==> src/rtl/mips_cpu_bus_mem_ctrl_if.sv <==
`default_nettype none
// ============================================================================
//  Module   : mips_cpu_bus_mem_ctrl_if
//  Brief    : Avalon-MM memory bus bundle between the CPU sequencer and memory.
//  Revision : 1.0  initial release
// ============================================================================
interface mips_cpu_bus_mem_ctrl_if;
    logic [31:0] address;
    logic        read;
    logic        write;
    logic [31:0] writedata;
    logic [3:0]  byteenable;
    logic        waitrequest;
    logic [31:0] readdata;

    modport master (
        output address, read, write, writedata, byteenable,
        input  waitrequest, readdata
    );

    modport slave (
        input  address, read, write, writedata, byteenable,
        output waitrequest, readdata
    );
endinterface
`default_nettype wire

==> src/rtl/mips_cpu_bus_mem_ctrl.sv <==
`default_nettype none
// ============================================================================
//  Module   : mips_cpu_bus_mem_ctrl
//  Brief    : Bus-master sequencer: instruction fetch, load/store, exec strobes.
//  Revision : 1.0  initial release
// ============================================================================
module mips_cpu_bus_mem_ctrl #(
    parameter logic [31:0] RESET_VECTOR = 32'hBFC00000,
    parameter logic [3:0]  BE_FETCH     = 4'hF
) (
    input  wire logic               clk,
    input  wire logic               reset,
    input  wire logic [31:0]        pc,
    input  wire logic               active,
    input  wire logic               mem_read,
    input  wire logic               mem_write,
    input  wire logic [31:0]        data_addr,
    input  wire logic [31:0]        data_wdata,
    input  wire logic [3:0]         data_be,
    mips_cpu_bus_mem_ctrl_if.master bus,
    output logic [31:0]             instr,
    output logic [31:0]             load_data,
    output logic                    exec1,
    output logic                    exec2,
    output logic                    halted
);

    typedef enum logic [2:0] {
        S_IDLE   = 3'd0,
        S_FETCH  = 3'd1,
        S_EXEC1  = 3'd2,
        S_MEM    = 3'd3,
        S_EXEC2  = 3'd4,
        S_HALTED = 3'd5
    } state_t;

    state_t      state_q, state_d;
    logic [31:0] instr_q, instr_d;
    logic [31:0] load_data_q, load_data_d;
    logic        rd_q, rd_d;
    logic        wr_q, wr_d;
    logic [29:0] addr_q, addr_d;
    logic [31:0] wdata_q, wdata_d;
    logic [3:0]  be_q, be_d;
    logic        exec2_q, exec2_d;
    logic        halted_q, halted_d;

    logic [31:0] w_address;
    logic        w_read;
    logic        w_write;
    logic [31:0] w_writedata;
    logic [3:0]  w_byteenable;
    logic        w_exec1;
    logic        w_unused;

    // Word alignment discards the low address bits; the reset vector is documentary.
    assign w_unused = ^{pc[1:0], data_addr[1:0], RESET_VECTOR};

    always_comb begin
        state_d      = state_q;
        instr_d      = instr_q;
        load_data_d  = load_data_q;
        rd_d         = rd_q;
        wr_d         = wr_q;
        addr_d       = addr_q;
        wdata_d      = wdata_q;
        be_d         = be_q;
        w_address    = '0;
        w_read       = 1'b0;
        w_write      = 1'b0;
        w_writedata  = '0;
        w_byteenable = '0;
        w_exec1      = 1'b0;

        case (state_q)
            S_IDLE: state_d = S_FETCH;
            S_FETCH: begin
                if (!active) begin
                    state_d = S_HALTED;
                end else begin
                    w_read       = 1'b1;
                    w_address    = {pc[31:2], 2'b00};
                    w_byteenable = BE_FETCH;
                    if (!bus.waitrequest) begin
                        instr_d = bus.readdata;
                        state_d = S_EXEC1;
                    end
                end
            end
            S_EXEC1: begin
                w_exec1 = 1'b1;
                rd_d    = mem_read;
                // A simultaneous write request is dropped in favour of the read.
                wr_d    = mem_write & ~mem_read;
                addr_d  = data_addr[31:2];
                wdata_d = data_wdata;
                be_d    = data_be;
                state_d = (mem_read || mem_write) ? S_MEM : S_EXEC2;
            end
            S_MEM: begin
                w_address    = {addr_q, 2'b00};
                w_byteenable = be_q;
                if (rd_q) begin
                    w_read = 1'b1;
                end else if (wr_q) begin
                    w_write     = 1'b1;
                    w_writedata = wdata_q;
                end
                if (!bus.waitrequest) begin
                    if (rd_q) begin
                        load_data_d = bus.readdata;
                    end
                    state_d = S_EXEC2;
                end
            end
            S_EXEC2:  state_d = S_FETCH;
            S_HALTED: state_d = S_HALTED;
            default:  state_d = S_IDLE;
        endcase

        // Strobes are taken from flops so the PC unit sees clean edges.
        exec2_d  = (state_d == S_EXEC2);
        halted_d = (state_d == S_HALTED);
    end

    always_ff @(posedge clk) begin
        if (reset) begin
            state_q     <= S_IDLE;
            instr_q     <= '0;
            load_data_q <= '0;
            rd_q        <= 1'b0;
            wr_q        <= 1'b0;
            addr_q      <= '0;
            wdata_q     <= '0;
            be_q        <= '0;
            exec2_q     <= 1'b0;
            halted_q    <= 1'b0;
        end else begin
            state_q     <= state_d;
            instr_q     <= instr_d;
            load_data_q <= load_data_d;
            rd_q        <= rd_d;
            wr_q        <= wr_d;
            addr_q      <= addr_d;
            wdata_q     <= wdata_d;
            be_q        <= be_d;
            exec2_q     <= exec2_d;
            halted_q    <= halted_d;
        end
    end

    assign bus.address    = w_address;
    assign bus.read       = w_read;
    assign bus.write      = w_write;
    assign bus.writedata  = w_writedata;
    assign bus.byteenable = w_byteenable;
    assign instr          = instr_q;
    assign load_data      = load_data_q;
    assign exec1          = w_exec1;
    assign exec2          = exec2_q;
    assign halted         = halted_q;

endmodule
`default_nettype wire

==> src/flat_wrapper.sv <==
// flat-port wrapper written by rule: the top's interface ports become plain ports
module mips_cpu_bus_mem_ctrl_flat 
#(
    parameter logic [31:0] RESET_VECTOR = 32'hBFC00000,
    parameter logic [3:0]  BE_FETCH     = 4'hF
)
  (clk, reset, pc, active, mem_read, mem_write, data_addr, data_wdata, data_be, instr, load_data, exec1, exec2, halted, bus_address, bus_read, bus_write, bus_writedata, bus_byteenable, bus_waitrequest, bus_readdata);
  mips_cpu_bus_mem_ctrl_if bus_i ();
  input  wire logic clk;
  input  wire logic reset;
  input  wire logic [31:0] pc;
  input  wire logic active;
  input  wire logic mem_read;
  input  wire logic mem_write;
  input  wire logic [31:0] data_addr;
  input  wire logic [31:0] data_wdata;
  input  wire logic [3:0] data_be;
  output logic [31:0] instr;
  output logic [31:0] load_data;
  output logic exec1;
  output logic exec2;
  output logic halted;
  output wire logic [$bits(bus_i.address)-1:0] bus_address;
  output wire logic [$bits(bus_i.read)-1:0] bus_read;
  output wire logic [$bits(bus_i.write)-1:0] bus_write;
  output wire logic [$bits(bus_i.writedata)-1:0] bus_writedata;
  output wire logic [$bits(bus_i.byteenable)-1:0] bus_byteenable;
  input wire logic [$bits(bus_i.waitrequest)-1:0] bus_waitrequest;
  input wire logic [$bits(bus_i.readdata)-1:0] bus_readdata;
  assign bus_address = bus_i.address;
  assign bus_read = bus_i.read;
  assign bus_write = bus_i.write;
  assign bus_writedata = bus_i.writedata;
  assign bus_byteenable = bus_i.byteenable;
  assign bus_i.waitrequest = bus_waitrequest;
  assign bus_i.readdata = bus_readdata;
  mips_cpu_bus_mem_ctrl #(.RESET_VECTOR(RESET_VECTOR), .BE_FETCH(BE_FETCH)) u_core (.clk(clk), .reset(reset), .pc(pc), .active(active), .mem_read(mem_read), .mem_write(mem_write), .data_addr(data_addr), .data_wdata(data_wdata), .data_be(data_be), .bus(bus_i), .instr(instr), .load_data(load_data), .exec1(exec1), .exec2(exec2), .halted(halted));
endmodule
==> config.mk <==
export PLATFORM = sky130hd
export DESIGN_NAME = mips_cpu_bus_mem_ctrl_flat
export DESIGN_NICKNAME = d
export VERILOG_FILES = /design/src/rtl/mips_cpu_bus_mem_ctrl_if.sv /design/src/rtl/mips_cpu_bus_mem_ctrl.sv /design/src/flat_wrapper.sv
export SDC_FILE = /design/constraint.sdc
export NUM_CORES = 1
export LEC_CHECK = 0
export BUFFER_PORTS_ARGS = -buffer_cell sky130_fd_sc_hd__buf_2
export CORE_ASPECT_RATIO = 0.8
export CORE_MARGIN = 4
export CORE_UTILIZATION = 33
export CTS_CLUSTER_SIZE = 25
export DETAILED_ROUTE_END_ITERATION = 10
export MAX_ROUTING_LAYER = met4
export SLEW_MARGIN = 40
export SYNTH_ARGS = -nofsm -noshare
export SYNTH_HDL_FRONTEND = slang
export SYNTH_SLANG_ARGS = --single-unit
==> constraint.sdc <==
create_clock -name clk -period 2.1 [get_ports clk]
set_clock_uncertainty 0.05 [all_clocks]
set_input_delay 0.21 -clock clk [delete_from_list [all_inputs] [get_ports clk]]
set_output_delay 0.21 -clock clk [all_outputs]
set_load 0.02 [all_outputs]
# Word level (Yosys, flattened, before mapping)
# Cells that the tools add are included.
totals:
  reg_bits: 137
  out_inout_bits: 137
  elab_cells: 44
op_classes:
  n_mux: 19
  n_bitwise: 3
  reduce_logical: 5
  eq_ne: 7
op_table:
  columns: ["cell", "count"]
  rows:
  - ["32-bit 2-to-1 mux", 4]
  - ["32-bit one-hot mux with 2 select lines", 1]
  - ["3-bit one-hot mux with 5 select lines", 1]
  - ["3-bit equality test, second input constant", 4]
  - ["3-bit 2-to-1 mux", 4]
  - ["4-bit one-hot mux with 2 select lines", 1]
  - ["3-bit by 2-bit equality test with 1-bit output, second input constant", 2]
  - ["1-bit 2-to-1 mux", 6]
  - ["3-bit AND reduction", 2]
  - ["4-bit 2-to-1 mux", 1]
  - ["3-bit by 1-bit equality test with 1-bit output, second input constant", 1]
  - ["3-bit zero test", 1]
  - ["1-bit NOT", 2]
  - ["1-bit one-hot mux with 2 select lines", 1]
  - ["2-bit OR reduction", 1]
  - ["1-bit bitwise AND", 1]
  - ["1-bit logical OR", 1]

# Logic depth before layout (Yosys ltp)
depth:
  ltp_word: 4
  depth_mapped: 8

# Least setup slack after synthesis
# Ideal clock, no wire load.
synth_timing:
  kind: "register to output"
  from: "register u_core.state_q[1]"
  to: "output bus_writedata[22]"
  path_stages_with_launch: 7
  setup_slack_ps: 405
  required_ps: 1840
  arrival_time_ps: 1435
  path_cell_list: "dfxtp_1 buf_4 and3b_1 buf_2 and3b_1 buf_2 and2_1"
synth_via:
  elab_chain_len: 2
synth_lines:
  columns: ["item", "line_no", "rtl"]
  rows:
  - ["start, declared", "mips_cpu_bus_mem_ctrl.sv:37", "state_t state_q, state_d;"]
  - ["start signal, assigned", "mips_cpu_bus_mem_ctrl.sv:139", "state_q <= state_d;"]
  - ["3-bit by 2-bit equality test with 1-bit output", "mips_cpu_bus_mem_ctrl.sv:75", "case (state_q)"]
  - ["32-bit 2-to-1 mux", "mips_cpu_bus_mem_ctrl.sv:75", null]
  - ["end, declared", "flat_wrapper.sv:26", "output wire logic [$bits(bus_i.writedata)-1:0] bus_writedata;"]
# Every way passes these cells.

# Final worst setup path
layout_timing:
  from: "register u_core.state_q[2]"
  to: "output bus_writedata[8]"
# Same word-level chain as after synthesis.

==> run metrics <==
status=completed; area of the core=between 15,000 and 20,000 µm²; total CTS buffers=17; FF-to-FF Start=u_core.state_q[1]; fin cells=roughly 1,200; htree depth=4; Cell Pwr Density=around 750 nW/µm²; total routed wirelength=approximately 17 mm; DRT iter0 DRCs=about 230; Sw Pwr=around 1.5 mW; CP endpoint=bus_writedata[8]; Post-DP HPWL=approximately 12 mm; DRT Pass-1 Iters=4; synth warn=0; Final ANT Viol Nets=0; layout cell share with drive strength beyond 1=between 30% and 40%; Flop pwr share=between 40% and 50%; highest routed layer=met4; hold crit path type=in -> reg; Startpoint Class=flop; final instance area=~8700 µm²; Hold Vio Cnt, Final=0; initial core utilization=around a third; initial antenna violation count=1; IO Pins=275; Die Width=around 160 µm; ranking of synthesized cells by area=dfxtp_1 47%, mux2i_1 11%, nand2b_1 11%; dpl cell area=7370 µm²; Worst setup startpoint=u_core.state_q[2]; critical path arrival=1.76 ns; Post-synth EDFFs=0; Comb power frac=9.9%; Layout area overhead=49.9%; fmax=around 490 MHz; root cell of the clock tree=clkbuf_16; Crit Path Category=reg -> out; unrepaired setup endpoints after global routing=yes; placed cell count=approximately 1,100; Power Internal=roughly 5 mW; vias in the first global route=~5,500; routed wl met3=approximately 1.1 mm; most used flip-flop cell after synthesis=dfxtp_1; DIE HEIGHT=roughly 130 µm; WL per Instance=approximately 14 µm; IO Port Bufs=around 270; setup TNS=0 ns; synthesized cell area=between 5000 and 6000 µm²; setup violators final=0; die footprint=between 15,000 and 20,000 µm²; sequential element share of the synthesized area=47.2%; GPL Wtd Cong=approximately 0.74; first-pass GRT wire length=27.3 mm; Post-CTS Setup Bufs=0; static leakage=4.05 nW; Unique masters post-synth=33; Peak VDD IR=roughly 0.43 mV; top cell type by total area after synthesis=dfxtp_1; nets=1,104; gr ovfl total=0; max-capacitance violation count=0; register-to-register setup slack=between 0.4 and 0.5 ns; DR vias/cell=about 4.6; Post-Syn Area per Cell=8.92 µm²; DRC Markers=0; number of cell rows=43; Reg-to-Reg End=u_core.addr_q[4]; Crit. End Element=output port; Reg2Reg Depth=5; Async SR Flop Fraction=0%; Tcrit/Tclk final=between 90 and 100%; CTS tree=done; Reg clk slew, reported paths=around 0.06 ns; share of total power in the clock network=49.1%; commonest cells in the netlist=137 x dfxtp_1, 137 x nand2_1, 99 x nand2b_1, 68 x a21oi_1, 64 x mux2i_1; switching fraction of total power=between 20% and 30%; gr usage total=17.4%; critical path required time=1.84 ns; Slew Viols, Final=0; via count=around 5,500; clock sink count=roughly 140; #FFs+latches synth=about 140; Syn Inst Count=about 650; wire length on met2=8.05 mm; worst-path fanout max=33; area share of the largest cell type after synthesis=a little under half; largest net degree at the start of global routing=67; fin crit period=2.02 ns; Max Buffers Root-to-Sink=2; met1 wire length=about 7.6 mm; clock latency on the worst-skew pair=0.40 ns; Hold Slack=a little under 0.03 ns
[worst min path at each step]
stage                       startpoint                   end  cells after the start
CTS                   bus_readdata[10]      u_core.instr[10]                      3
detailed placement  u_core.wdata_q[27]    u_core.wdata_q[27]                      2
global route          bus_readdata[14]  u_core.load_data[14]                      3
floorplan                data_wdata[0]     u_core.wdata_q[0]                      2
finish                bus_readdata[14]      u_core.instr[14]                      3
global placement     u_core.wdata_q[5]     u_core.wdata_q[5]                      2
[worst max-delay path, cell delays in order (launching register included)]
cell     delay, ns
dfxtp_2       0.40
and3b_2       0.25
and3b_1       0.21
buf_12        0.16
and2_1        0.16
buf_2         0.16
[metal layers]
metal | GRT usage (%) | vias to the layer above
met5 | - | -
met4 | 5.26 | 0
met3 | 4.47 | 19
met2 | 28.1 | 170
met1 | 21.5 | 2509
li1 | - | 2785
[power by group through the flow]
stage	Sequential (mW)	Clock [mW]	Combinational, mW
after floorplan	2.76	0	0.286
after global placement	2.73	0	0.547
after detailed placement	2.74	0	0.550
after CTS	2.68	3.29	0.649
after global routing	2.68	3.41	0.709
final	2.68	3.21	0.649
[cell type report]
| type | count | area (µm²) |
|---|---|---|
| fillers | 1713 | 8620 |
| multi-input cells | 458 | 2780 |
| flip-flops and latches | 137 | 2750 |
| repair buffers | 350 | 2240 |
| clock buffers | 18 | 439 |
| well taps | 225 | 282 |
| clock inverters | 14 | 195 |
| inverters | 2 | 15.0 |
| diodes | 1 | 2.50 |
[repair_timing]
action,4_1_cts,5_1_grt
hold buffers,67,0
setup endpoints to repair,60,39
resized for setup,4,5
endpoints found under the hold margin,67,0
[cell families (layout without fill, tap and decap cells)]
kind of cell | after synthesis | after routing | synth area share, %
AOI/OAI and AO/OA | 109 | 109 | 11.9
DFF | 137 | 137 | 47.2
and+or+nand+nor | 283 | 283 | 24.8
other | 1 | 3 | 0.0646
buffers and inverters | 57 | 384 | 5.00
muxes | 64 | 64 | 11.0
[per-stage QoR]
stage	setup WS (ns)	power (mW)	utilization, %
after floorplan	0.405	3.04	-
after global placement	0.345	3.28	42.6
after detailed placement	0.306	3.28	42.6
after CTS	0.0107	6.62	50.1
after global routing	-0.0158	6.80	50.2
final	0.0764	6.54	50.2
[sequential cells by signal (all words and copies together) (netlist names), 3 cells and up]
name and cells:
u_core.wdata_q 32, u_core.state_q 3, u_core.load_data 32, u_core.addr_q 30, u_core.instr 32, u_core.be_q 4
[cells in the final DEF, fill, tap and decap left out, types with 2 or more instances in the layout]
master	Yosys	final
buf_2	15	266
nand2_1	137	137
dfxtp_1	137	134
nand2b_1	99	98
a21oi_1	68	68
dlygate4sd3_1	0	67
mux2i_1	64	64
and2_1	32	32
a22o_1	30	30
clkbuf_16	0	17
buf_4	7	8
buf_12	0	8
a21o_1	5	5
bufinv_16	0	4
nor2b_1	3	3
nor3_1	3	3
clkinv_2	0	3
inv_6	1	3
clkinv_4	0	3
conb_1	1	2
dfxtp_2	0	2
Power figures use the tool's default switching activity.
